$ cat src/rtl/sram_cmd_seq.sv
// sram_cmd_seq: user-command sequencer in front of the SRAM controller.
// Synchronizes switches, debounces the write/read buttons, and turns each
// accepted press into one fixed-length active-low strobe sequence.
// Optional build macro: SRAM_CMD_AUTOREAD_EN (write followed by automatic read-back).
//
// state  | meaning
// IDLE   | strobes released, waiting for a press event
// SETUP  | CE low, address/data latched on entry
// WRITE  | CE and WE low for WR_CYCLES clocks
// READ   | CE and OE low for RD_CYCLES clocks
// HOLD   | CE low, WE/OE released, one clock
// GAP    | (autoread only) one idle-strobe clock before the read-back
module sram_cmd_seq #(
    parameter int DEBOUNCE_CYCLES = 16,
    parameter int WR_CYCLES       = 4,
    parameter int RD_CYCLES       = 4
) (
    input  logic       clock,
    input  logic       reset,
    input  logic [3:0] sw_address,
    input  logic [3:0] sw_data,
    input  logic       btn_write,
    input  logic       btn_read,
    output logic [3:0] address,
    output logic [3:0] data,
    output logic       chip_enable_user,
    output logic       write_enable_user,
    output logic       output_enable_user,
    output logic       busy,
    output logic       done
);

    localparam int DB_W = $clog2(DEBOUNCE_CYCLES + 1);
    localparam logic [DB_W-1:0] DB_LAST = DB_W'(DEBOUNCE_CYCLES - 1);

    localparam logic [2:0] S_IDLE  = 3'd0;
    localparam logic [2:0] S_SETUP = 3'd1;
    localparam logic [2:0] S_WRITE = 3'd2;
    localparam logic [2:0] S_READ  = 3'd3;
    localparam logic [2:0] S_HOLD  = 3'd4;
`ifdef SRAM_CMD_AUTOREAD_EN
    localparam logic [2:0] S_GAP   = 3'd5;
`endif

    // bit 9 = read button, bit 8 = write button, [7:4] data, [3:0] address
    logic [9:0]            sync1_q, sync2_q;
    logic [1:0][DB_W-1:0]  db_cnt_q;
    logic [1:0]            db_lvl_q, db_lvl_dly_q, press_q;

    logic [2:0] state_q, state_d;
    logic [7:0] cnt_q, cnt_d;
    logic       cmd_wr_q, cmd_wr_d;
    logic [3:0] addr_q, addr_d, data_q, data_d;
    logic       ce_q, we_q, oe_q, busy_q, done_q, done_d;

    // Two-flop synchronizer for every raw board input
    always_ff @(posedge clock or negedge reset) begin
        if (!reset) begin
            sync1_q <= '0;
            sync2_q <= '0;
        end else begin
            sync1_q <= {btn_read, btn_write, sw_data, sw_address};
            sync2_q <= sync1_q;
        end
    end

    // Debounce: level flips only after DEBOUNCE_CYCLES consecutive differing samples
    always_ff @(posedge clock or negedge reset) begin
        if (!reset) begin
            db_cnt_q <= '0;
            db_lvl_q <= '0;
        end else begin
            for (int i = 0; i < 2; i++) begin
                if (sync2_q[8+i] == db_lvl_q[i]) begin
                    db_cnt_q[i] <= '0;
                end else if (db_cnt_q[i] == DB_LAST) begin
                    db_lvl_q[i] <= sync2_q[8+i];
                    db_cnt_q[i] <= '0;
                end else begin
                    db_cnt_q[i] <= db_cnt_q[i] + 1'b1;
                end
            end
        end
    end

    // Registered rising-edge detect of the debounced levels (bit 0 write, bit 1 read)
    always_ff @(posedge clock or negedge reset) begin
        if (!reset) begin
            db_lvl_dly_q <= '0;
            press_q      <= '0;
        end else begin
            db_lvl_dly_q <= db_lvl_q;
            press_q      <= db_lvl_q & ~db_lvl_dly_q;
        end
    end

    // Sequencer next-state; presses outside IDLE are simply dropped
    always_comb begin
        state_d  = state_q;
        cnt_d    = cnt_q;
        cmd_wr_d = cmd_wr_q;
        addr_d   = addr_q;
        data_d   = data_q;
        done_d   = 1'b0;
        case (state_q)
            S_IDLE: begin
                if (press_q[0] || press_q[1]) begin
                    state_d  = S_SETUP;
                    cmd_wr_d = press_q[0];
                    addr_d   = sync2_q[3:0];
                    data_d   = sync2_q[7:4];
                end
            end
            S_SETUP: begin
                if (cmd_wr_q) begin
                    state_d = S_WRITE;
                    cnt_d   = 8'(WR_CYCLES - 1);
                end else begin
                    state_d = S_READ;
                    cnt_d   = 8'(RD_CYCLES - 1);
                end
            end
            S_WRITE, S_READ: begin
                if (cnt_q == 8'd0) state_d = S_HOLD;
                else               cnt_d   = cnt_q - 8'd1;
            end
            S_HOLD: begin
`ifdef SRAM_CMD_AUTOREAD_EN
                if (cmd_wr_q) begin
                    state_d  = S_GAP;
                    cmd_wr_d = 1'b0;
                end else begin
                    state_d = S_IDLE;
                    done_d  = 1'b1;
                end
`else
                state_d = S_IDLE;
                done_d  = 1'b1;
`endif
            end
`ifdef SRAM_CMD_AUTOREAD_EN
            S_GAP:   state_d = S_SETUP;
`endif
            default: state_d = S_IDLE;
        endcase
    end

    // State, latches and strobes registered from the next state so outputs are glitch-free
    always_ff @(posedge clock or negedge reset) begin
        if (!reset) begin
            state_q  <= S_IDLE;
            cnt_q    <= '0;
            cmd_wr_q <= 1'b0;
            addr_q   <= '0;
            data_q   <= '0;
            ce_q     <= 1'b1;
            we_q     <= 1'b1;
            oe_q     <= 1'b1;
            busy_q   <= 1'b0;
            done_q   <= 1'b0;
        end else begin
            state_q  <= state_d;
            cnt_q    <= cnt_d;
            cmd_wr_q <= cmd_wr_d;
            addr_q   <= addr_d;
            data_q   <= data_d;
            ce_q     <= !(state_d == S_SETUP || state_d == S_WRITE ||
                          state_d == S_READ  || state_d == S_HOLD);
            we_q     <= (state_d != S_WRITE);
            oe_q     <= (state_d != S_READ);
            busy_q   <= (state_d != S_IDLE);
            done_q   <= done_d;
        end
    end

    assign address            = addr_q;
    assign data               = data_q;
    assign chip_enable_user   = ce_q;
    assign write_enable_user  = we_q;
    assign output_enable_user = oe_q;
    assign busy               = busy_q;
    assign done               = done_q;

endmodule

$ cat config.mk
export PLATFORM = sky130hd
export DESIGN_NAME = sram_cmd_seq
export DESIGN_NICKNAME = d
export VERILOG_FILES = /design/src/rtl/sram_cmd_seq.sv
export SDC_FILE = /design/constraint.sdc
export NUM_CORES = 1
export LEC_CHECK = 0
export ABC_AREA = 1
export BUFFER_PORTS_ARGS = -buffer_cell sky130_fd_sc_hd__buf_4
export CAP_MARGIN = 40
export CELL_PAD_IN_SITES_DETAIL_PLACEMENT = 1
export CELL_PAD_IN_SITES_GLOBAL_PLACEMENT = 1
export CORE_MARGIN = 2
export CORE_UTILIZATION = 45
export DETAILED_ROUTE_END_ITERATION = 10
export HOLD_SLACK_MARGIN = 0.03
export PLACE_DENSITY = 0.83
export SYNTH_ARGS = -nofsm -noshare
export SYNTH_HDL_FRONTEND = slang
export SYNTH_SLANG_ARGS = --single-unit
$ cat constraint.sdc
create_clock -name clock -period 1.9 [get_ports clock]
set_clock_uncertainty 0.05 [all_clocks]
set_input_delay 0.19 -clock clock [delete_from_list [all_inputs] [get_ports clock]]
set_output_delay 0.19 -clock clock [all_outputs]
set_load 0.01 [all_outputs]
==> impl_results.md, run 1 <==
* R2r endpoint: cnt_q[7]
* Worst VDD drop at 0.0005420 V
* Placed insts at 289
* Synthesized cell area at 2297 um2
* Post-route minimum period at 1.659 ns
* Comb power frac at 19.4%
* Library cells used by synthesis at 23
* Die H at 75.45 um
* Number of remaining DRC errors at 0
* Drt wl/cell at 15.02 um
* Largest net degree at the start of global routing at 62
* Io pins at 25
* Overall power at 3.328 mW
* Reg2reg setup slack at 0.24 ns
* Primary FF master, synth: dfrtp_1
* WHS at 0.3011 ns
* Die area at 5693 um2
* Yosys reg bits at 61
* Clk sinks at 61
* Clock-pin slew on the worst setup and hold paths at 0.07 ns
* Worst-skew pair later-pin latency at 0.36 ns
* DR iter-0 viols at 56
* Global-route wire length before repair at 7935 um
* DR pass1 iterations at 7
* Clk buf depth at 2
* Sequential-to-total area share from yosys stat at 66.61%
* Post-cts resize count at 0
* Routed Antenna Nets at 0
* Synth async-reset ratio at 100.0%
* Worst slew margin at 51.47%
* Worst slack, placed at 0.2584 ns
* Layout cells sized above 1 at 27.24%
* Synthesized instance count at 195
* Total CTS buffers at 9
* Fmax at 0.6027 GHz
* # port buffers at 24
* # H-tree levels at 3
* Total of max-cap violations at 0
* Global placement routability congestion at 0.7607
* Post-synth EDFFs at 0
* WP data required at 2.13 ns
* Largest area contributor in the netlist: dfrtp_1
* Synth area leaders: dfrtp_1 (63%), mux2_2 (4.4%), nand2_1 (4.1%)
* Synth Area per Inst at 11.78 um2
* HP Class: flip-flop to flip-flop
* Clock power share at 36.0%
* Vias per cell at 4.759
* R2R depth at 8
* Vias at 1504
* CORE AREA at 5010 um2
* Layout Area Growth over Synthesis at 25.54%
* Cell Count, Final, Fillers Out at 316
* Worst Path Max Fanout at 10
* Diode count at 0
* Die width at 75.45 um
* CP arrival at 1.89 ns
* Post-Syn Nets at 210
* FILL cells at 550
* Sequential share of power at 44.6%
* YS warnings at 0
* Global route total overflow at 0
* Run status: complete, no violations
* Critical path class: flip-flop to flip-flop
* Reg2reg start: cnt_q[0]
* Depth of the worst hold-timing path at 0
* Fin. Hold Viols at 0
* GRT Total Usage at 19.77%
* Max Transition Viols Final at 0
* Worst-Margin Slew at 0.7280 ns
* Startpoint Class: flip-flop
* Hold Path Sink: sync2_q[8]
* Switching Share at 30.45%
* Yosys top cell area share at 63.18%
* Root Buffer Master: clkbuf_8
* Hold_sp: sync1_q[8]
* RSZ-0062 raised after global routing: false
* Leakage at 1.413 nW
* PD cells at 1154 nW/um2
* TNS Setup at 0 ns
* Initial Util at 45.85%
* Pint at 2.314 mW
* Fin crit share at 87.32%
* Fin worst setup slack at 0.2408 ns
* Final WL at 4745 um
* Initial antenna violation count at 0
* Area of the multi-input gates at 676.9 um2
* Top-count cell post-synth: dfrtp_1
* Dpl hpwl at 2942 um
* Clock tree from TritonCTS: done
* Sequential cell area at 1530 um2
* Synth cell count leaders: dfrtp_1 (58), nand2_1 (25), nor2_1 (22), inv_1 (20), nand3_1 (10)
* Setup violators final at 0
* NetSw at 1.013 mW
* Critical path capture point type: flip-flop
* Vias in the first global route at 1660
* Layout Nets at 256
* Row Count at 26
## placed cells by master (no fill, tap or decap), types with 4 or more instances in the layout
cell / n
a21oi_1: 5
nor3_1: 5
o21ai_0: 5
nand3_1: 10
buf_4: 24
clkbuf_8: 10
dfrtp_1: 58
mux2_2: 9
inv_2: 4
dlygate4sd3_1: 11
nand2_1: 25
nor2_1: 22
o21ai_1: 6
nor2_4: 5
inv_1: 20
## worst max path at each step
stage | cells after the start | slack (ns) | start | end
detailed placement | 8 | 0.26 | cnt_q[1] | cnt_q[7]
floorplan | 7 | 0.44 | cnt_q[0] | busy
finish | 8 | 0.24 | cnt_q[0] | cnt_q[7]
global placement | 7 | 0.34 | cnt_q[0] | busy
CTS | 8 | 0.23 | cnt_q[0] | cnt_q[7]
global route | 8 | 0.12 | cnt_q[0] | cnt_q[5]
## routing by layer
metal	GRT usage [%]	routed length, um	up-vias
li1	-	-	711
met2	33.82	2560	33
met4	11.31	163	0
met3	5.423	165	13
met1	22.18	1855	747
met5	0	0	-
## area by class of cell
cell class	instances	area share, %
Timing Repair Buffer	35	10.07
Tap cell	70	3.037
Clock inverter	6	2.473
Multi-Input combinational cell	110	23.47
Clock buffer	10	4.772
Sequential cell	61	53.06
Inverter	24	3.124
## through the flow
stage                     area (um2)  utilization, %
after detailed placement        2565           51.20
after floorplan                 2297               -
after global placement          2565           51.20
after CTS                       2884           57.57
after global routing            2884           57.57
final                           2884           57.57
## kinds of logic (layout without fill, tap and decap cells)
family,Yosys count,after routing,share of synthesized area [%]
AND/OR/NAND/NOR,75,75,16.94
adder cells (fa/ha/maj),3,3,1.634
XOR/XNOR,6,6,2.288
buffers and inverters,24,75,3.921
flip-flops,61,61,66.61
AO/OA/AOI/OAI,17,17,4.194
multiplexers,9,9,4.412
## what timing repair did
item,CTS,global route
setup buffers,0,0
setup endpoints to repair,0,0
hold endpoints to repair,68,0
hold buffers,11,0
## state kept, by name, indices dropped and copies added (netlist names)
name,flops
sync1_q,10
cmd_wr_q,1
cnt_q,8
db_lvl_dly_q,2
data,4
output_enable_user,1
sync2_q,10
state_q,3
done,1
busy,1
press_q,2
address,4
db_lvl_q,2
write_enable_user,1
db_cnt_q,10
chip_enable_user,1
## power groups by stage
| stage | Sequential (mW) | Combinational [mW] | Clock, mW |
|---|---|---|---|
| after global routing | 1.50 | 0.724 | 1.29 |
| after detailed placement | 1.50 | 0.628 | 0 |
| after floorplan | 1.51 | 0.401 | 0 |
| after global placement | 1.49 | 0.592 | 0 |
| after CTS | 1.48 | 0.653 | 1.22 |
| final | 1.48 | 0.646 | 1.20 |
## worst max-delay path, cell delays in order (launching register included)
cell,delay [ns]
dfrtp_1,0.40
inv_1,0.12
ha_1,0.27
nand2_1,0.15
nor2_4,0.21
nor2_4,0.07
nor2_8,0.17
nand2_1,0.08
o21ai_1,0.07
No activity file was read; power rests on OpenSTA's default activity.
==> run 2, diff against run 1 <==
ABC_AREA = default   (was 1)
PLACE_DENSITY = 0.82   (was 0.83)
==> run 2 against run 1 <==
Net effect:
- synthesized area is 4.1% lower
- combinational power is 20% lower
- synthesized cell count is 21% lower
- die area is 3.9% lower
- via count is 10% lower
- first-iteration DRC count is 8.9% higher
- design area is 2.5% lower
- non-clock buffer count is 5 higher
- clock power is 5% lower
- sequential share of layout area is 1.4 points higher
- maximum frequency is 9.6% lower
- critical path depth is 2 lower
- critical path type unchanged
- largest cell class unchanged
==> impl_results.md, run 2 <==
* Layout cells sized above 1 at 33.49%
* Primary FF master, synth: dfrtp_1
* Library cells used by synthesis at 34
* DR iter-0 viols at 61
* Vias in the first global route at 1476
* Post-synth EDFFs at 0
* Top flop regs: db_cnt_q x10, sync1_q x10, sync2_q x10
* Sequential-to-total area share from yosys stat at 69.49%
* HP Class: flip-flop to flip-flop
* Global-route wire length before repair at 7044 um
* Largest net degree at the start of global routing at 62
* Diode count at 0
* Max Transition Viols Final at 0
* Critical path class: flip-flop to flip-flop
* Grt peak-use layer: met2
* CORE AREA at 4723 um2
* Yosys top cell area share at 65.91%
* Cell family with most CP delay: compound AO/OA/AOI/OAI gates
* Startpoint Class: flip-flop
* Critical path capture point type: flip-flop
* Synth area leaders: dfrtp_1 (66%), mux2_2 (5.6%), dfstp_2 (3.6%)
* Post-Syn Nets at 170
* Run status: complete, no violations
* WP data required at 2.10 ns
* Die area at 5469 um2
* Fin crit share at 96.57%
* Fin. Hold Viols at 0
* Number of remaining DRC errors at 0
* Layout Area Growth over Synthesis at 27.67%
* Synth cell count leaders: dfrtp_1 (58), nor2_1 (14), mux2_2 (11), xor2_1 (8)
* Initial Util at 46.62%
* CP max stage delay at 0.49 ns
* Root Buffer Master: clkbuf_8
* Worst VDD drop at 0.0005295 V
* Grt met2 use at 32.04%
* Most frequent cells in the layout: dfrtp_1 (58), buf_4 (29), nor2_1 (14)
* Most common cell after layout, fill and taps aside: dfrtp_1
* Largest area contributor in the netlist: dfrtp_1
* Met3 Track Usage GR at 4.065%
* Drt wl/cell at 16.13 um
* Layout Nets at 219
* Synthesized cell area at 2202 um2
* Final WL at 4452 um
* Synthesized instance count at 155
* Io pins at 25
* Top-count cell post-synth: dfrtp_1
* Fmax at 0.5450 GHz
* Vias per cell at 4.906
* Row Count at 25
* Setup violators final at 0
* Synth async-reset ratio at 100.0%
* Global placement routability congestion at 0.6814
* Die width at 73.96 um
* Total CTS buffers at 9
* Clk sinks at 61
* Initial antenna violation count at 0
* Synth Area per Inst at 14.21 um2
* Crit path cell chain: inv_1 -> ha_2 -> or4b_4 -> o21ai_4 -> o21ai_1 -> a21oi_1
* YS warnings at 0
* Dpl hpwl at 2691 um
* Worst-skew pair later-pin latency at 0.34 ns
* Worst Path Max Fanout at 8
* Clock tree from TritonCTS: done
* Clock-pin slew on the worst setup and hold paths at 0.07 ns
* TNS Setup at 0 ns
* Total of max-cap violations at 0
* Met1 usage at 19.69%
* WHS at 0.3006 ns
* GRT Total Usage at 18.14%
* Critical-path top delay cell: or4b_4
* Global route total overflow at 0
* DR pass1 iterations at 4
* Yosys reg bits at 61
* Routed Antenna Nets at 0
* Vias at 1354
* CP arrival at 2.04 ns
* Bufs and invs on worst path at 1
* # H-tree levels at 3
* Worst-Margin Slew at 0.7331 ns
* Die H at 73.96 um
* Leakage at 1.378 nW
* Worst slew margin at 51.13%
* PD cells at 1148 nW/um2
* Clk buf depth at 2
* # port buffers at 24
* Post-route minimum period at 1.835 ns
==> run 2: cell count changes in the layout (fill, tap and decap cells not counted), moves of 3 or more <==
cell	change
inv_2	-4
mux2i_1	+3
nor2_1	-8
nand3_1	-6
and2_1	+5
xor2_1	+5
xnor2_1	-3
buf_4	+5
o21ai_1	-5
nor3_1	-4
nor2_4	-5
inv_1	-16
nand2_1	-20
==> run 2: cells by family (layout without fill, tap and decap cells) <==
group,count (synthesis),in the layout,synth area share [%]
AOI/OAI and AO/OA,14,14,4.433
xor gates and xnor gates,8,8,3.182
adders and majority gates,3,3,1.705
buffers and inverters,6,60,1.136
DFF,61,61,69.49
muxes,14,14,6.989
and+or+nand+nor,49,49,13.07
==> run 2: final timing paths <==
kind                       cells after the start          end  startpoint  slack, ns
max                                            6     cnt_q[4]    cnt_q[0]       0.07
min                                            0   sync2_q[9]  sync1_q[9]       0.30
max reg2reg                                    6     cnt_q[4]    cnt_q[0]       0.07
max in group asynchronous                      2  db_cnt_q[6]       reset       0.90
min in group asynchronous                      2   sync2_q[5]       reset       0.40
min reg2reg                                    0   sync2_q[9]  sync1_q[9]       0.30
==> run 2: layout make-up <==
class                      count  area [um2]
fill                         460        1912
clock buffer                   9       123.9
tap                           67       83.83
sequential                    61        1530
clock inverter                 7       75.07
timing repair buffer          40       327.8
multi-input combinational     88       655.6
inverter                       4       15.01
==> run 2: metrics by stage <==
step | setup slack (ns) | power (mW) | instance area [um2] | instances | utilization, %
floorplan | 0.2169 | 1.851 | 2202 | 155 | -
global placement | 0.1607 | 1.994 | 2477 | 246 | 52.45
detailed placement | 0.01533 | 2.050 | 2477 | 246 | 52.45
CTS | 0.001743 | 3.208 | 2786 | 273 | 58.99
global route | -0.02704 | 3.386 | 2811 | 276 | 59.52
finish | 0.06508 | 3.228 | 2811 | 276 | 59.52
==> run 2: power by group <==
part	total, mW	switching [mW]	internal (mW)	leakage, nW
logic	0.516	0.262	0.254	0.508
registers	1.57	0.127	1.45	0.778
clock network	1.14	0.529	0.609	0.0918
total	3.23	0.919	2.31	1.38
==> run 2: timing repair <==
action | CTS | global route
setup endpoints to repair | 0 | 6
hold buffers | 11 | 0
gates resized for setup | 0 | 2
buffers inserted | 0 | 3
endpoints found under the hold margin | 68 | 0
==> run 2: worst register-to-register path: stages (launching register included) <==
cell and delay, ns:
dfrtp_1 0.38, inv_1 0.10, ha_2 0.21, or4b_4 0.49, o21ai_4 0.23, o21ai_1 0.14, a21oi_1 0.16
==> run 2: layer usage <==
metal	wire length (um)	up-vias
met5	0	-
met3	125	10
li1	-	626
met1	1780	693
met2	2469	25
met4	77	0
==> run 3, diff against run 2 <==
BUFFER_PORTS_ARGS = default   (was -buffer_cell sky130_fd_sc_hd__buf_4)
DONT_BUFFER_PORTS = 1   (was default)
PLACE_DENSITY = 0.76   (was 0.82)
==> run 3 against run 2 <==
Net effect:
- non-clock buffer count decreased by 24
- clock-buffer cell count increased by 3
- sequential cell count unchanged
- final cell count decreased by 8.7%
- die area unchanged
- largest cell class unchanged
- highest routed layer unchanged
==> impl_results.md, run 3 (synthesis gave the netlist of run 2 again) <==
* Overall power at 3.128 mW
* RSZ-0062 raised after global routing: false
* Initial Util at 46.62%
* Fin crit share at 91.92%
* Critical path class: flip-flop to flip-flop
* Layout Area Growth over Synthesis at 20.28%
* Worst slew margin at 72.86%
* CP arrival at 1.89 ns
* PD cells at 1181 nW/um2
* GRT Total Usage at 16.48%
* # H-tree levels at 3
* Die H at 73.96 um
* # port buffers at 0
* Most common cell after layout, fill and taps aside: dfrtp_1
* Most frequent cells in the layout: dfrtp_1 (58), nor2_1 (14), mux2_2 (11), dlygate4sd3_1 (11), clkbuf_8 (10)
* Global placement routability congestion at 0.7227
* Clk sinks at 61
* Startpoint Class: flip-flop
* Post-route minimum period at 1.746 ns
* Worst-Margin Slew at 0.4070 ns
* WP data required at 2.04 ns
* Worst VDD drop at 0.0005932 V
* HP Class: flip-flop to flip-flop
* Io pins at 25
* Worst Path Max Fanout at 6
* Routed Antenna Nets at 0
* Global route total overflow at 0
* Die area at 5469 um2
* Vias in the first global route at 1361
* Run status: complete, no violations
* DR WL met2 at 2138 um
* R2R depth at 6
* Total of max-cap violations at 0
* Total CTS buffers at 9
* Number of remaining DRC errors at 0
* Drt wl/cell at 15.53 um
* Fin. Hold Viols at 0
* Top flop regs: db_cnt_q x10, sync1_q x10, sync2_q x10
* Die width at 73.96 um
* Row Count at 25
* Clock tree from TritonCTS: done
* Dpl hpwl at 2578 um
* Leakage at 1.275 nW
* Initial antenna violation count at 0
* WHS at 0.2986 ns
* WL met1 at 1598 um
* Worst-skew pair later-pin latency at 0.33 ns
* Clk buf depth at 2
* Vias per cell at 4.968
* Clock-pin slew on the worst setup and hold paths at 0.07 ns
* Setup violators final at 0
* Diode count at 0
* Layout cells sized above 1 at 23.78%
* Layout Nets at 195
* Critical path capture point type: flip-flop
* DR WL met3 at 119 um
* DR pass1 iterations at 2
* TNS Setup at 0 ns
* Depth of the worst hold-timing path at 0
* Fmax at 0.5726 GHz
* Final WL at 3914 um
* Largest net degree at the start of global routing at 62
* FILL cells at 482
* CORE AREA at 4723 um2
* Top Metal Used: met4
* DR iter-0 viols at 47
* Max Transition Viols Final at 0
* Root Buffer Master: clkbuf_8
* Vias at 1252
* Global-route wire length before repair at 6403 um
[run 3: per-stage QoR]
stage               setup slack, ns  cell area [um2]  utilization, %  std cells
floorplan                    0.2169             2202               -        155
global placement             0.1595             2305           48.79        223
detailed placement          0.07688             2305           48.79        223
CTS                         0.06471             2635           55.79        251
global route                0.04395             2649           56.08        252
finish                       0.1536             2649           56.08        252
[run 3: repair_timing]
| action | CTS | global route |
|---|---|---|
| hold buffers | 12 | 0 |
| endpoints found under the setup margin | 0 | 4 |
| gates resized for setup | 0 | 1 |
| buffers inserted | 0 | 1 |
| endpoints found under the hold margin | 71 | 0 |
[run 3: layer usage]
| metal | track usage [%] | vias to the layer above |
|---|---|---|
| met2 | 27.58 | 18 |
| met5 | 0 | - |
| met3 | 6.911 | 8 |
| li1 | - | 578 |
| met4 | 6.667 | 0 |
| met1 | 18.77 | 648 |
[run 3: final cells by class]
cell class	instances	area, um2	area share, %
tap	67	83.83	3.165
sequential	61	1530	57.77
clock inverter	4	47.55	1.795
timing repair buffer	16	167.7	6.330
multi-input combinational	88	659.4	24.89
inverter	4	15.01	0.5668
clock buffer	12	145.1	5.479
[run 3: path summary, 6_finish.rpt]
kind                       startpoint               end  slack [ns]
max                          cnt_q[0]          cnt_q[1]        0.15
min                        sync1_q[9]        sync2_q[9]        0.30
max reg2reg                  cnt_q[0]          cnt_q[1]        0.15
min reg2reg                sync1_q[9]        sync2_q[9]        0.30
max in group asynchronous       reset  chip_enable_user        1.18
min in group asynchronous       reset          cnt_q[2]        0.33
[run 3: critical path, stage by stage (launching register included)]
cell and delay [ns]:
dfrtp_1 0.38, inv_1 0.09, ha_1 0.19, or4b_4 0.49
o21ai_4 0.20, buf_4 0.16, a22oi_1 0.06
[run 3: power breakdown]
part,internal [mW],switching (mW)
logic,0.210,0.217
registers,1.45,0.139
clock network,0.638,0.477
